`src/rtl/neuron_pkg.sv`:
```
// Shared types, default widths and the activation transfer function for the
// parametrised MAC neuron.
package neuron_pkg;

    localparam int N_INPUTS_DEF   = 15;
    localparam int DW_DEF         = 9;
    localparam int OUT_W_DEF      = 8;
    localparam int BIAS_SHIFT_DEF = 2;
    localparam int ACC_W_DEF      = 32;

    // Widest accumulator/activation the transfer function can handle.
    localparam int SAT_MAX_W = 64;

    typedef enum logic [1:0] {
        IDLE,
        LOAD,
        ACC,
        DONE
    } state_t;

    // The sum arrives sign-extended to SAT_MAX_W. This makes |most-negative|
    // land on bit acc_w-1, which lies outside the saturation window, exactly
    // as in a native acc_w-bit negate.
    function automatic logic [SAT_MAX_W-1:0] sat_act(
        input logic signed [SAT_MAX_W-1:0] sum,
        input logic                        mode,
        input int                          acc_w,
        input int                          out_w,
        input int                          shift
    );
        logic [SAT_MAX_W-1:0] mag;
        logic [SAT_MAX_W-1:0] shifted;
        logic [SAT_MAX_W-1:0] res;
        logic                 sat;
        if (sum[SAT_MAX_W-1]) begin
            mag = mode ? '0 : -sum;
        end else begin
            mag = sum;
        end
        sat = 1'b0;
        for (int b = 0; b < SAT_MAX_W; b++) begin
            if (b >= out_w + shift && b <= acc_w - 2 && mag[b]) begin
                sat = 1'b1;
            end
        end
        shifted = mag >> shift;
        res     = '0;
        for (int b = 0; b < SAT_MAX_W; b++) begin
            if (b < out_w) begin
                res[b] = sat | shifted[b];
            end
        end
        return res;
    endfunction

endpackage

```
`src/rtl/p_neuron_if.sv`:
```
// Config, sample and result handshakes of the neuron plus its side-band
// control and status lines.
interface p_neuron_if #(
    parameter int DW    = 9,
    parameter int OUT_W = 8
);
    logic                    flush;
    logic                    cfg_valid;
    logic                    cfg_ready;
    logic signed [DW-1:0]    cfg_data;
    logic                    in_valid;
    logic                    in_ready;
    logic signed [DW-1:0]    in_data;
    logic                    act_mode;
    logic                    out_valid;
    logic                    out_ready;
    logic [OUT_W-1:0]        out_act;
    logic                    out_fire;
    logic                    loaded;

    modport master (
        output flush, cfg_valid, cfg_data, in_valid, in_data, act_mode, out_ready,
        input  cfg_ready, in_ready, out_valid, out_act, out_fire, loaded
    );

    modport slave (
        input  flush, cfg_valid, cfg_data, in_valid, in_data, act_mode, out_ready,
        output cfg_ready, in_ready, out_valid, out_act, out_fire, loaded
    );
endinterface

```
`src/rtl/neuron_mac.sv`:
```
// Registered multiply-add: acc <= (load ? init : acc) + a*b, sign-extended.
// sum_nxt exposes the value the accumulator takes on this edge.
module neuron_mac #(
    parameter int DW    = 9,
    parameter int ACC_W = 32
) (
    input  logic                    clk,
    input  logic                    rst,
    input  logic                    load,
    input  logic                    acc_en,
    input  logic                    clr,
    input  logic signed [DW-1:0]    a,
    input  logic signed [DW-1:0]    b,
    input  logic signed [ACC_W-1:0] init,
    output logic signed [ACC_W-1:0] sum_nxt
);
    logic signed [ACC_W-1:0] acc;
    logic signed [2*DW-1:0]  prod;
    logic signed [ACC_W-1:0] prod_ext;

    always_comb begin
        prod     = a * b;
        prod_ext = ACC_W'(prod);
        sum_nxt  = (load ? init : acc) + prod_ext;
    end

    always_ff @(posedge clk or posedge rst) begin
        if (rst) begin
            acc <= '0;
        end else if (clr) begin
            acc <= '0;
        end else if (load || acc_en) begin
            acc <= sum_nxt;
        end
    end
endmodule

```
`src/rtl/p_neuron.sv`:
```
// Serial MAC neuron: streamed bias/weight load, one sample per cycle, and a
// saturated abs/ReLU activation returned over a valid/ready result port.
//
// state | meaning
// IDLE  | weights ready (if loaded); accepts a config word or x[0]
// LOAD  | writing w[idx] from the config stream
// ACC   | accumulating x[idx]*w[idx]
// DONE  | result presented, waiting for out_ready
module p_neuron
    import neuron_pkg::*;
#(
    parameter int N_INPUTS   = N_INPUTS_DEF,
    parameter int DW         = DW_DEF,
    parameter int OUT_W      = OUT_W_DEF,
    parameter int BIAS_SHIFT = BIAS_SHIFT_DEF,
    parameter int ACC_W      = ACC_W_DEF
) (
    input logic       clk,
    input logic       rst,
    p_neuron_if.slave bus
);
    localparam int IDX_W = (N_INPUTS > 1) ? $clog2(N_INPUTS) : 1;
    localparam logic [IDX_W-1:0] LAST_IDX = IDX_W'(N_INPUTS - 1);

    state_t                  state;
    state_t                  state_nxt;
    logic [IDX_W-1:0]        idx;
    logic signed [DW-1:0]    w [N_INPUTS];
    logic signed [DW-1:0]    bias;
    logic                    loaded_q;
    logic                    mode_q;
    logic [OUT_W-1:0]        act_q;
    logic                    fire_q;

    logic                    flush_hit;
    logic                    cfg_beat;
    logic                    x_first;
    logic                    x_beat;
    logic                    x_last;
    logic                    mode_eff;
    logic signed [DW-1:0]    w_sel;
    logic signed [ACC_W-1:0] init;
    logic signed [ACC_W-1:0] sum_nxt;
    logic [OUT_W-1:0]        sat_res;

    // A config word in IDLE wins over a sample, even though in_ready is high.
    always_comb begin
        flush_hit = bus.flush && (state == LOAD || state == ACC);
        cfg_beat  = bus.cfg_valid && (state == IDLE || state == LOAD) && !flush_hit;
        x_first   = (state == IDLE) && loaded_q && bus.in_valid && !bus.cfg_valid;
        x_beat    = (state == ACC) && bus.in_valid && !flush_hit;
        x_last    = (x_first && N_INPUTS == 1) || (x_beat && idx == LAST_IDX);
        mode_eff  = (state == ACC) ? mode_q : bus.act_mode;
        w_sel     = (state == ACC) ? w[idx] : w[0];
        init      = ACC_W'(bias) <<< BIAS_SHIFT;
        sat_res   = OUT_W'(sat_act(SAT_MAX_W'(sum_nxt), mode_eff, ACC_W, OUT_W, BIAS_SHIFT));
    end

    neuron_mac #(
        .DW    (DW),
        .ACC_W (ACC_W)
    ) u_mac (
        .clk     (clk),
        .rst     (rst),
        .load    (x_first),
        .acc_en  (x_beat),
        .clr     (flush_hit && state == ACC),
        .a       (bus.in_data),
        .b       (w_sel),
        .init    (init),
        .sum_nxt (sum_nxt)
    );

    always_ff @(posedge clk or posedge rst) begin
        if (rst) begin
            state <= IDLE;
        end else begin
            state <= state_nxt;
        end
    end

    always_comb begin
        state_nxt = state;
        case (state)
            IDLE: begin
                if (bus.cfg_valid) begin
                    state_nxt = LOAD;
                end else if (x_first) begin
                    state_nxt = (N_INPUTS == 1) ? DONE : ACC;
                end
            end
            LOAD: begin
                if (bus.flush) begin
                    state_nxt = IDLE;
                end else if (bus.cfg_valid && idx == LAST_IDX) begin
                    state_nxt = IDLE;
                end
            end
            ACC: begin
                if (bus.flush) begin
                    state_nxt = IDLE;
                end else if (x_last) begin
                    state_nxt = DONE;
                end
            end
            DONE: begin
                if (bus.out_ready) begin
                    state_nxt = IDLE;
                end
            end
            default: state_nxt = IDLE;
        endcase
    end

    always_comb begin
        bus.cfg_ready = (state == IDLE) || (state == LOAD);
        bus.in_ready  = ((state == IDLE) && loaded_q) || (state == ACC);
        bus.out_valid = (state == DONE);
        bus.out_act   = act_q;
        bus.out_fire  = fire_q;
        bus.loaded    = loaded_q;
    end

    always_ff @(posedge clk or posedge rst) begin
        if (rst) begin
            idx      <= '0;
            bias     <= '0;
            loaded_q <= 1'b0;
            mode_q   <= 1'b0;
            act_q    <= '0;
            fire_q   <= 1'b0;
            for (int i = 0; i < N_INPUTS; i++) begin
                w[i] <= '0;
            end
        end else begin
            if (cfg_beat) begin
                if (state == IDLE) begin
                    bias     <= bus.cfg_data;
                    loaded_q <= 1'b0;
                    idx      <= '0;
                end else begin
                    w[idx] <= bus.cfg_data;
                    if (idx == LAST_IDX) begin
                        loaded_q <= 1'b1;
                        idx      <= '0;
                    end else begin
                        idx <= idx + 1'b1;
                    end
                end
            end
            if (flush_hit) begin
                idx <= '0;
            end
            if (x_first) begin
                mode_q <= bus.act_mode;
                idx    <= (N_INPUTS > 1) ? IDX_W'(1) : '0;
            end
            if (x_beat) begin
                idx <= (idx == LAST_IDX) ? '0 : idx + 1'b1;
            end
            // The result is captured on the edge that accepts the final sample.
            if (x_last) begin
                act_q  <= sat_res;
                fire_q <= sat_res[OUT_W-1];
            end
        end
    end
endmodule

```
`src/flat_wrapper.sv`:
```
// flat-port wrapper written by rule: the top's interface ports become plain ports
module p_neuron_flat import neuron_pkg::*;
#(
    parameter int N_INPUTS   = N_INPUTS_DEF,
    parameter int DW         = DW_DEF,
    parameter int OUT_W      = OUT_W_DEF,
    parameter int BIAS_SHIFT = BIAS_SHIFT_DEF,
    parameter int ACC_W      = ACC_W_DEF
)
  (clk, rst, bus_flush, bus_cfg_valid, bus_cfg_data, bus_in_valid, bus_in_data, bus_act_mode, bus_out_ready, bus_cfg_ready, bus_in_ready, bus_out_valid, bus_out_act, bus_out_fire, bus_loaded);
  p_neuron_if #(.DW(DW), .OUT_W(OUT_W)) bus_i ();
  input logic clk;
  input logic rst;
  input wire logic [$bits(bus_i.flush)-1:0] bus_flush;
  input wire logic [$bits(bus_i.cfg_valid)-1:0] bus_cfg_valid;
  input wire logic [$bits(bus_i.cfg_data)-1:0] bus_cfg_data;
  input wire logic [$bits(bus_i.in_valid)-1:0] bus_in_valid;
  input wire logic [$bits(bus_i.in_data)-1:0] bus_in_data;
  input wire logic [$bits(bus_i.act_mode)-1:0] bus_act_mode;
  input wire logic [$bits(bus_i.out_ready)-1:0] bus_out_ready;
  output wire logic [$bits(bus_i.cfg_ready)-1:0] bus_cfg_ready;
  output wire logic [$bits(bus_i.in_ready)-1:0] bus_in_ready;
  output wire logic [$bits(bus_i.out_valid)-1:0] bus_out_valid;
  output wire logic [$bits(bus_i.out_act)-1:0] bus_out_act;
  output wire logic [$bits(bus_i.out_fire)-1:0] bus_out_fire;
  output wire logic [$bits(bus_i.loaded)-1:0] bus_loaded;
  assign bus_i.flush = bus_flush;
  assign bus_i.cfg_valid = bus_cfg_valid;
  assign bus_i.cfg_data = bus_cfg_data;
  assign bus_i.in_valid = bus_in_valid;
  assign bus_i.in_data = bus_in_data;
  assign bus_i.act_mode = bus_act_mode;
  assign bus_i.out_ready = bus_out_ready;
  assign bus_cfg_ready = bus_i.cfg_ready;
  assign bus_in_ready = bus_i.in_ready;
  assign bus_out_valid = bus_i.out_valid;
  assign bus_out_act = bus_i.out_act;
  assign bus_out_fire = bus_i.out_fire;
  assign bus_loaded = bus_i.loaded;
  p_neuron #(.N_INPUTS(N_INPUTS), .DW(DW), .OUT_W(OUT_W), .BIAS_SHIFT(BIAS_SHIFT), .ACC_W(ACC_W)) u_core (.clk(clk), .rst(rst), .bus(bus_i));
endmodule
```
`config.mk`:
```
export PLATFORM = sky130hd
export DESIGN_NAME = p_neuron_flat
export DESIGN_NICKNAME = d
export VERILOG_FILES = /design/src/rtl/neuron_pkg.sv /design/src/rtl/p_neuron_if.sv /design/src/rtl/neuron_mac.sv /design/src/rtl/p_neuron.sv /design/src/flat_wrapper.sv
export SDC_FILE = /design/constraint.sdc
export NUM_CORES = 1
export LEC_CHECK = 0
export BUFFER_PORTS_ARGS = -buffer_cell sky130_fd_sc_hd__buf_2
export CORE_ASPECT_RATIO = 0.6
export CORE_MARGIN = 4
export CORE_UTILIZATION = 50
export CTS_BUF_LIST = sky130_fd_sc_hd__clkbuf_4 sky130_fd_sc_hd__clkbuf_8
export CTS_CLUSTER_DIAMETER = 40
export DETAILED_ROUTE_END_ITERATION = 10
export PLACE_DENSITY = 0.74
export RECOVER_POWER = 50
export SETUP_SLACK_MARGIN = 0.2
export SYNTH_ARGS = -nofsm -noshare
export SYNTH_HDL_FRONTEND = slang
export SYNTH_SLANG_ARGS = --single-unit
```
`constraint.sdc`:
```
create_clock -name clk -period 12.8 [get_ports clk]
set_input_delay 0.64 -clock clk [delete_from_list [all_inputs] [get_ports clk]]
set_output_delay 0.64 -clock clk [all_outputs]
set_load 0.05 [all_outputs]
```
==> results_dict.tcl <==
set metrics [dict create \
    cts_max_level 4 \
    antenna_found_initial 0 \
    ys_ff_latch 192 \
    multiInputGateArea_mm2 0.00957 \
    grt_pass1_vias 10900 \
    drv_slew 195 \
    ys_top_cells_by_area "dfrtp_1 31%, fa_1 15%, mux2_2 12%" \
    startpoint_type "register" \
    grt_setup_unrepaired "no" \
    grt_max_degree 115 \
    synth_cells 1463 \
    hp-class "input port to register" \
    r2r_end "u_core.bus.out_act[0]$_DFFE_PP0P_" \
    cts_root_buffer "clkbuf_8" \
    layout-drive-gt1-share 0.206 \
    cts_setup_buffers 0 \
    fin_crit_sh 0.817 \
    place_congestion 0.959 \
    clk_pin_slew_ns 0.11 \
    grt_pass1_wl_mm 61.7 \
    cts_tree "done" \
    status "finished, violations left" \
    fmax_mhz 95.6 \
    globalRouteOverflowTotal 0 \
    synth_common_cells "205 x inv_1, 192 x dfrtp_1, 159 x mux2_2" \
    ant_nets 0 \
    cp.buffers_inverters 6 \
    yosysTopAreaCellShare 0.312 \
    layout.nets 1695 \
    min_period_ns 10.46 \
    cp_slowest_stage_delay_ns 0.79 \
    grt_usage 0.236 \
    first_pass_iters 5 \
    setup_slack_ns 2.34 \
    crit_start "u_core.idx[0]$_DFFE_PP0P_" \
    cts_buffers 17 \
    final-seq-area_mm2 0.00481 \
    cp_top_family "adder cells" \
    cp_slowest_cell "fa_1" \
    synthArstFlopShare 1.00 \
    ys_types 84 \
    wl_met1_mm 19.5 \
    die_height_um 144 \
    rows 49 \
    yosysSeqAreaShare 0.312 \
    num_antenna_cells 0 \
    tightest_slew_ns 5.03 \
    relSlewSlack -2.37 \
    cts.path.max_buffers 2 \
    place_hpwl_mm 29.4 \
    insertion_delay_ns 0.50 \
    synthesis.nets 1683 \
    clock_skew_ns 0.0167 \
    routed_wl_mm 37.8 \
    dieArea_mm2 0.0337 \
    failed_checks "max-capacitance violations, max-slew violations" \
    area_growth_pct 6.06 \
    synth_flop_cell "dfrtp_1" \
    setup_tns_ns 0 \
    vias_per_cell 5.84 \
    die_w_um 235 \
    hold_violations 0 \
    synth_area_mm2 0.0154 \
    dr_wl_met3_mm 3.85 \
    drt_iter0_drc 1036 \
    r2r_setup_slack_ns 2.34 \
    fill_cells 2654 \
    drc 0 \
    cts_hold_buf 0 \
    port-buffer-count 37 \
    syn_area_per_cell_um2 10.5 \
    wl_per_cell_um 19.9 \
    crit_arrival_ns 10.82 \
    path_class "register to register" \
    yosysMostFrequentCell "inv_1" \
    worst-path-stages 27 \
    setup_viol 0 \
    synth_edf_count 0 \
    initial_utilization 0.510 \
    wl_met2_mm 14.1 \
    top_layer "met4" \
    regToRegStartpoint "u_core.idx[0]$_DFFE_PP0P_" \
    cts_resized 0 \
    crit_path_end_kind "register" \
    yosys.area.top_type "dfrtp_1" \
    cp_max_fo 27 \
    fp.coreArea_mm2 0.0302 \
    cts_sinks 192 \
    yosysWarningCount 0 \
    maxCapViolCount 2 \
    cp.required_ns 13.16 \
    io_pins 38 \
    pre_cts_slack_ns 2.34 \
    endpoint "u_core.bus.out_act[0]$_DFFE_PP0P_" \
    vias 11100 \
    reg2reg_depth 27 \
]
-- cell type report --
class | instances | area share
clock buffer | 20 | 0.0169
clock inverter | 12 | 0.00743
inverter | 205 | 0.0472
multi-input combinational | 1008 | 0.586
sequential | 192 | 0.294
tap | 408 | 0.0313
timing repair buffer | 51 | 0.0168
-- metrics by stage --
| stage | hold WS, ns | util | instance area [µm²] | instances |
|---|---|---|---|---|
| floorplan | 0.444 | - | 15400 | 1463 |
| finish | 0.420 | 0.541 | 16300 | 1896 |
| detailed placement | 0.475 | 0.529 | 16000 | 1864 |
| global placement | 0.469 | 0.529 | 16000 | 1864 |
| global route | 0.426 | 0.541 | 16300 | 1896 |
| CTS | 0.315 | 0.542 | 16300 | 1896 |
-- worst register-to-register path, stage by stage, from the launching register on --
cell and delay [ns]:
dfrtp_2 0.68, buf_4 0.50, mux4_2 0.57, mux4_2 0.46, mux2i_1 0.63, nand2b_1 0.32
inv_1 0.08, fa_1 0.48, inv_1 0.22, fa_1 0.50, fa_1 0.79, inv_1 0.40
fa_1 0.64, inv_1 0.06, fa_1 0.54, inv_1 0.04, ha_1 0.40, a21oi_1 0.31
o21ai_0 0.26, o21ba_2 0.27, o22ai_1 0.16, a21oi_1 0.07, xnor2_1 0.36, o21ai_0 0.30
o41ai_2 0.43, mux2i_1 0.18, o41ai_4 0.49, a31oi_1 0.16
-- worst min-delay path by stage --
stage,start,to,slack [ns],depth (start not counted)
4_1_cts,rst,u_core.idx[3]$_DFFE_PP0P_,0.32,2
3_5_place_dp,u_core.u_mac.acc[16]$_DFFE_PP0P_,u_core.u_mac.acc[16]$_DFFE_PP0P_,0.47,2
3_3_place_gp,u_core.u_mac.acc[11]$_DFFE_PP0P_,u_core.u_mac.acc[11]$_DFFE_PP0P_,0.47,2
2_1_floorplan,u_core.u_mac.acc[3]$_DFFE_PP0P_,u_core.u_mac.acc[3]$_DFFE_PP0P_,0.44,2
5_1_grt,bus_act_mode,u_core.mode_q$_DFFE_PP0P_,0.43,2
6_report,bus_act_mode,u_core.mode_q$_DFFE_PP0P_,0.42,2
-- per-layer routing --
layer,vias to the layer above,track usage
met5,-,0
met3,34,0.0683
met1,5614,0.401
li1,4991,-
met4,0,0.0407
met2,441,0.291
-- placed cells by master, fill, tap and decap left out, types with 27 or more instances in the layout --
cell type / synthesis / routed
nor2_1: 59 / 59
and2_1: 28 / 28
ha_1: 81 / 81
inv_1: 205 / 204
fa_1: 114 / 114
o21ai_0: 55 / 55
mux2_2: 159 / 159
dfrtp_1: 192 / 190
nand2_1: 150 / 150
mux4_2: 36 / 36
buf_2: 4 / 27
a21oi_1: 53 / 53
-- registers in the layout (all words and copies together), names as in the netlist --
register and count:
u_core.w 135, u_core.u_mac.acc 32, u_core.bias 9, u_core.bus.out_act 8
u_core.idx 4, u_core.state 2, u_core.bus.loaded 1, u_core.mode_q 1
-- kinds of logic after synthesis --
family / synth area share
DFF: 0.312
AOI/OAI and AO/OA: 0.101
and+or+nand+nor: 0.114
muxes: 0.181
adders and majority gates: 0.214
xor gates and xnor gates: 0.0108
buffers and inverters: 0.0677
Power is left out: the tool's default activity adds up to more than one toggle a clock period on the data nets, which glitch-free logic cannot reach.
